<file path="src/rtl/alu_fib_seq.sv">
// Purpose : drives ADD requests into a registered 6-bit ALU and feeds each sum
//           back as the next operand, producing a Fibonacci-style sequence.
// Latency : first term 3 cycles after an accepted start, then one every 2 cycles.
// Backpressure: none; start is accepted only in IDLE and is otherwise dropped.
//
// Ports:
//   clk, rst            rising-edge clock, synchronous active-high reset
//   start, seed0, seed1 run request and the two seeds (sampled in IDLE)
//   alu_s/alu_a/alu_b   ALU request (opcode is always add)
//   alu_f/alu_result    ALU response, valid the cycle after the request
//   busy, done          run in progress / one-cycle end-of-run pulse
//   out_valid/out_data  emitted term strobe and held term value
//   count, ovf, err     terms emitted, carry stop, protocol-error stop
module alu_fib_seq #(
  parameter int MAX_TERMS = 12,
  parameter int CNT_W     = 4
) (
  input  logic             clk,
  input  logic             rst,
  input  logic             start,
  input  logic [5:0]       seed0,
  input  logic [5:0]       seed1,
  output logic [2:0]       alu_s,
  output logic [5:0]       alu_a,
  output logic [5:0]       alu_b,
  input  logic [1:0]       alu_f,
  input  logic [5:0]       alu_result,
  output logic             busy,
  output logic             out_valid,
  output logic [5:0]       out_data,
  output logic [CNT_W-1:0] count,
  output logic             done,
  output logic             ovf,
  output logic             err
);

  typedef enum logic [1:0] {
    IDLE  = 2'd0,
    ISSUE = 2'd1,
    WAIT  = 2'd2,
    DONE  = 2'd3
  } state_t;

  localparam logic [1:0] F_CARRY  = 2'b01;
  localparam logic [1:0] F_BORROW = 2'b10;

  // Comparing against MAX_TERMS-1 before the increment avoids a wider compare.
  localparam logic [CNT_W-1:0] LAST_IDX = CNT_W'(MAX_TERMS - 1);

  state_t state;

  assign alu_s = 3'b000;

  always_ff @(posedge clk) begin
    if (rst) begin
      state     <= IDLE;
      alu_a     <= '0;
      alu_b     <= '0;
      out_data  <= '0;
      count     <= '0;
      busy      <= 1'b0;
      out_valid <= 1'b0;
      done      <= 1'b0;
      ovf       <= 1'b0;
      err       <= 1'b0;
    end else begin
      out_valid <= 1'b0;
      done      <= 1'b0;
      case (state)
        IDLE: begin
          if (start) begin
            alu_a <= seed0;
            alu_b <= seed1;
            count <= '0;
            ovf   <= 1'b0;
            err   <= 1'b0;
            busy  <= 1'b1;
            state <= ISSUE;
          end
        end
        // Operands are held stable; the ALU captures them at the end of this cycle.
        ISSUE: state <= WAIT;
        WAIT: begin
          if (alu_f == F_CARRY) begin
            ovf   <= 1'b1;
            done  <= 1'b1;
            state <= DONE;
          end else if (alu_f == F_BORROW) begin
            // An add can never legitimately borrow: treat as a protocol error.
            err   <= 1'b1;
            done  <= 1'b1;
            state <= DONE;
          end else begin
            // Normal and zero results both continue the sequence.
            out_data  <= alu_result;
            out_valid <= 1'b1;
            count     <= count + 1'b1;
            alu_a     <= alu_b;
            alu_b     <= alu_result;
            if (count == LAST_IDX) begin
              done  <= 1'b1;
              state <= DONE;
            end else begin
              state <= ISSUE;
            end
          end
        end
        DONE: begin
          busy  <= 1'b0;
          state <= IDLE;
        end
        default: state <= IDLE;
      endcase
    end
  end

endmodule

</file>
<file path="config.mk">
export PLATFORM = sky130hd
export DESIGN_NAME = alu_fib_seq
export DESIGN_NICKNAME = d
export VERILOG_FILES = /design/src/rtl/alu_fib_seq.sv
export SDC_FILE = /design/constraint.sdc
export NUM_CORES = 1
export LEC_CHECK = 0
export ABC_AREA = 1
export CAP_MARGIN = 20
export CORE_UTILIZATION = 42
export DETAILED_ROUTE_END_ITERATION = 16
export GPL_ROUTABILITY_DRIVEN = 0
export HOLD_SLACK_MARGIN = 0.12
export PLACE_DENSITY = 0.81
export SYNTH_ARGS = -nofsm -noshare
export SYNTH_HDL_FRONTEND = slang
export SYNTH_SLANG_ARGS = --single-unit
</file>
<file path="constraint.sdc">
create_clock -name clk -period 1.6 [get_ports clk]
set_input_delay 0.32 -clock clk [delete_from_list [all_inputs] [get_ports clk]]
set_output_delay 0.32 -clock clk [all_outputs]
set_load 0.005 [all_outputs]
</file>
# After elaboration in Yosys (flattened, before gate mapping)
# Index checks and enable logic that the tools add are counted.
# word_totals
regBits,29
input_bits,23
# classes
n_addsub,1
n_eq_ne,11
muxes,29
n_bitwise,3
n_reduce_logical,10
# ops
cell,n
$mux W6,6
$pmux W6 S2,2
$mux W4,3
$ne A2 B2 Y1 const B,5
$mux W1,9
$mux W2,4
$pmux W2 S4,1
$pmux W4 S2,1
$reduce_and A4 Y1,2
$eq A2 B2 Y1 const B,3
$pmux W1 S2,3
$reduce_and A3 Y1,2
$add A4 B1 Y4 const B,1
$eq A2 B1 Y1 const B,2
$eq A4 B4 Y1 const B,1
$reduce_bool A2 Y1,2
$not A1 Y1,3
$reduce_or A3 Y1,1
$logic_not A2 Y1,1
$reduce_and A2 Y1,1
$reduce_or A2 Y1,1

# Logic depth before layout (Yosys ltp)
# depth
depth_word,5
depth_mapped,8

# Worst setup path after synthesis
# Ideal clock, no wire load.
# synth_path
path_kind,input -> register
start,in alu_f[0]
end,reg alu_a[3]
setup_time_ps,116
t_arrival_ps,1219
required_ps,1484
setup_slack_ps,265
stages,8
n_path_buf,1
path_cell_list,inv_1 ha_1 nand2_1 nand2_1 nand3b_1 buf_2 nor2_1 nor2_1
# synth_between
elab_chain_cells,3
# synth_rtl
element,line,rtl
"start, declared",26,"input logic [1:0] alu_f,"
$eq A2 B2 Y1 / $eq A2 B1 Y1 (equally long branches),"88, 84",
$ne A2 B2 Y1 (no source line),n/a,
$reduce_and A4 Y1 (no source line) *,n/a,
"end signal, assigned",98,alu_a <= alu_b;
"end, declared",24,"output logic [5:0] alu_a,"
# Mark *: on every way between the ends. The rest lies on a longest branch, timed or not.
# A chain may end at the register's enable or synchronous reset.

# Worst setup path after layout
# layout_path
start,reg count[3]
end,out count[3]
# layout_lines
element,line,rtl
"start, declared",31,"output logic [CNT_W-1:0] count,"
"start signal, assigned",97,count <= count + 1'b1;
# No word-level cell between the ends.

==> flow_metrics.env <==
export IMPL_status="finished, violations left"
export IMPL_violations="design-rule violations"
export IMPL_cp_max_fo=4
export IMPL_die_area_mm2=0.00334
export IMPL_top_usage_layer="met2"
export IMPL_cp_start_kind="flip-flop"
export IMPL_port_buffers=49
export IMPL_comb_power_share_pct=26.4
export IMPL_cts_buffer_depth=2
export IMPL_cellPowerDensity_mw_per_mm2=882
export IMPL_end_kind="primary output"
export IMPL_insertion_delay_ns=0.32
export IMPL_hold_path_cell_count=2
export IMPL_cp_required_ns=1.28
export IMPL_row_count=19
export IMPL_synthCells=193
export IMPL_ys_seq_elements=29
export IMPL_critPathBufInv=1
export IMPL_p_seq_share_pct=49.4
export IMPL_use_met1_pct=25.5
export IMPL_leakage_nw=0.850
export IMPL_grtUsageMet3_pct=5.58
export IMPL_ios=53
export IMPL_critPathLaunch="count[3]"
export IMPL_wire_per_inst_um=10.7
export IMPL_syn_area_mm2=0.00131
export IMPL_tns_ns=0
export IMPL_grt_usage_pct=19.8
export IMPL_grt_pass1_wl_um=5120
export IMPL_synthToLayoutAreaGrowth_pct=46.1
export IMPL_grt_met2_usage_pct=31.2
export IMPL_p_total_mw=1.68
export IMPL_worstRegToRegCells=6
export IMPL_fillCellCount=267
export IMPL_cpPeakStageDelay_ns=0.52
export IMPL_pre_cts_slack_ns=-0.234
export IMPL_cts_tree="yes"
export IMPL_post_cts_buffers=0
export IMPL_h_tree_depth=2
export IMPL_path_delay_family="buffers and inverters"
export IMPL_chipWidth_um=57.8
export IMPL_yosys_warnings=0
export IMPL_r2r_start="state[0]"
export IMPL_yosysSeqAreaShare_pct=44.4
export IMPL_critical_path_cell_chain="clkdlybuf4s50_1"
export IMPL_diodes=0
export IMPL_drt_iter0_drc=59
export IMPL_die_h_um=57.8
export IMPL_r2r_end="out_data[3]"
export IMPL_crit_slowest_cell="clkdlybuf4s50_1"
export IMPL_worstSetupEndpoint="count[3]"
export IMPL_vias=1340
export IMPL_rsz0062_at_grt="no"
export IMPL_max_vdd_ir_drop_mv=0.530
export IMPL_period_minus_slack_ns=1.53
export IMPL_cts_sinks=29
export IMPL_p_int_mw=1.20
export IMPL_utilization_pct=67.0
export IMPL_synth_area_leader_cell="dfxtp_1"
export IMPL_ff2ff_setup_slack_ns=0.28
export IMPL_start_util_pct=45.8
export IMPL_antenna_found_initial=0
export IMPL_maxCapViolations=0
export IMPL_p_switching_mw=0.482
export IMPL_setup_viol=0
export IMPL_clock_skew_ns=0.00574
export IMPL_route_detailed_drc=3
export IMPL_cts_reportedPaths_clkPinSlew_ns=0.08
export IMPL_crit_type="reg -> out"
export IMPL_hold_path_class="reg -> reg"
export IMPL_grt_max_degree=23
export IMPL_finalNetCount=277
export IMPL_worst_path_stages=1
export IMPL_cts_root_buf="clkbuf_4"
export IMPL_core_area_mm2=0.00285
export IMPL_fin_crit_sh_pct=95.6
export IMPL_numCtsBuffers=5
export IMPL_drtPass1Iterations=10
export IMPL_synth_top_area_share_pct=44.4
export IMPL_synth_area_top_cells="dfxtp_1 44%, nand2_1 18%, nor2_1 11%"
export IMPL_dpl_hpwl_um=2200
export IMPL_syn_area_per_cell_um2=6.77
export IMPL_swShare_pct=28.6
export IMPL_whs_ns=0.462
export IMPL_gr_total_overflow=0
export IMPL_grt_pass1_vias=1190
export IMPL_worstPathArrival_ns=1.21
export IMPL_layout_setup_ws_ns=0.0698
export IMPL_clkPwrFrac_pct=24.2
export IMPL_ant_nets=0
export IMPL_ys_types=18
export IMPL_fmax_mhz=654
export IMPL_finalWirelength_um=3030
export IMPL_hold_viol_final=0
export IMPL_slew_violations=0
export IMPL_final_layout_size_suffix_gt1_share_pct=8.33
export IMPL_via_per_inst=4.73
## how the worst min path moves through the flow
stage / end / slack [ns] / start
floorplan: ovf / 0.45 / ovf
global placement: ovf / 0.45 / ovf
detailed placement: ovf / 0.45 / ovf
CTS: out_data[0] / 0.47 / out_data[0]
global route: out_data[2] / 0.50 / out_data[2]
finish: ovf / 0.46 / ovf
## power by group through the flow
stage               combinational [mW]  sequential [mW]  clock (mW)
floorplan                        0.216            0.846           0
global placement                 0.437            0.849           0
detailed placement               0.444            0.847           0
CTS                              0.445            0.832       0.419
global route                     0.491            0.842       0.464
finish                           0.445            0.833       0.407
## final cells by class
class                      count  area [µm²]  area share, %
clock buffer                   8        48.8           2.55
inverter                      10        37.5           1.96
sequential                    29         584           30.6
timing repair buffer          59         566           29.6
tap                           31        38.8           2.03
multi-input combinational    146         636           33.3
## layer usage
layer | part of all wire, % | wire (µm)
met5 | 0 | 0
met3 | 5.9 | 180
met4 | 1.8 | 55
met1 | 47 | 1440
met2 | 45 | 1360
## Yosys cell counts
cell type,number
nor2_4,1
buf_2,4
a21oi_1,9
o21ai_0,8
inv_2,2
buf_6,1
nor2_1,37
nand2_1,61
nand3_1,13
inv_1,8
nand3b_1,1
o21ai_1,9
clkbuf_1,2
conb_1,1
buf_4,3
nor3_1,1
dfxtp_1,29
ha_1,3
## per-stage QoR
stage	cells	cell area (µm²)
CTS	283	1910
global route	283	1910
finish	283	1910
floorplan	195	1320
detailed placement	275	1860
global placement	275	1860
## placed cells by master, fill, tap and decap left out
| cell | netlist | layout |
|---|---|---|
| nor2_1 | 37 | 37 |
| nor2_4 | 1 | 1 |
| clkdlybuf4s50_1 | 0 | 49 |
| inv_1 | 8 | 8 |
| clkbuf_1 | 2 | 3 |
| clkbuf_4 | 0 | 5 |
| buf_4 | 3 | 10 |
| o21ai_1 | 9 | 9 |
| dfxtp_1 | 29 | 26 |
| inv_2 | 2 | 2 |
| nor3_1 | 1 | 1 |
| conb_1 | 1 | 3 |
| nand2_1 | 61 | 61 |
| ha_1 | 3 | 3 |
| o21ai_0 | 8 | 8 |
| nand3b_1 | 1 | 1 |
| a21oi_1 | 9 | 9 |
| dfxtp_2 | 0 | 3 |
| nand3_1 | 13 | 13 |
## registers in the layout (all words and copies together), names as in the netlist, 2 cells and up
name	cells
alu_a	6
out_data	6
alu_b	6
state	2
count	4
## cell families (layout without fill, tap and decap cells)
| logic type | count (synthesis) | after routing | share of synthesized area [%] |
|---|---|---|---|
| other | 1 | 3 | 0.287 |
| adder cells (fa/ha/maj) | 3 | 3 | 2.87 |
| flip-flops | 29 | 29 | 44.4 |
| buffers and inverters | 20 | 77 | 7.56 |
| AO/OA/AOI/OAI | 26 | 26 | 9.95 |
| AND/OR/NAND/NOR | 114 | 114 | 34.9 |
## worst min-delay path, cell delays in order, from the launching register on
cell	delay, ns
dfxtp_1	0.33
nand2_1	0.05
o21ai_0	0.05
## repair_timing
action / CTS / global route
gates resized for setup: 0 / 3
hold buffers: 0 / 0
setup endpoints to repair: 0 / 3
No activity file was read; power rests on OpenSTA's default activity.
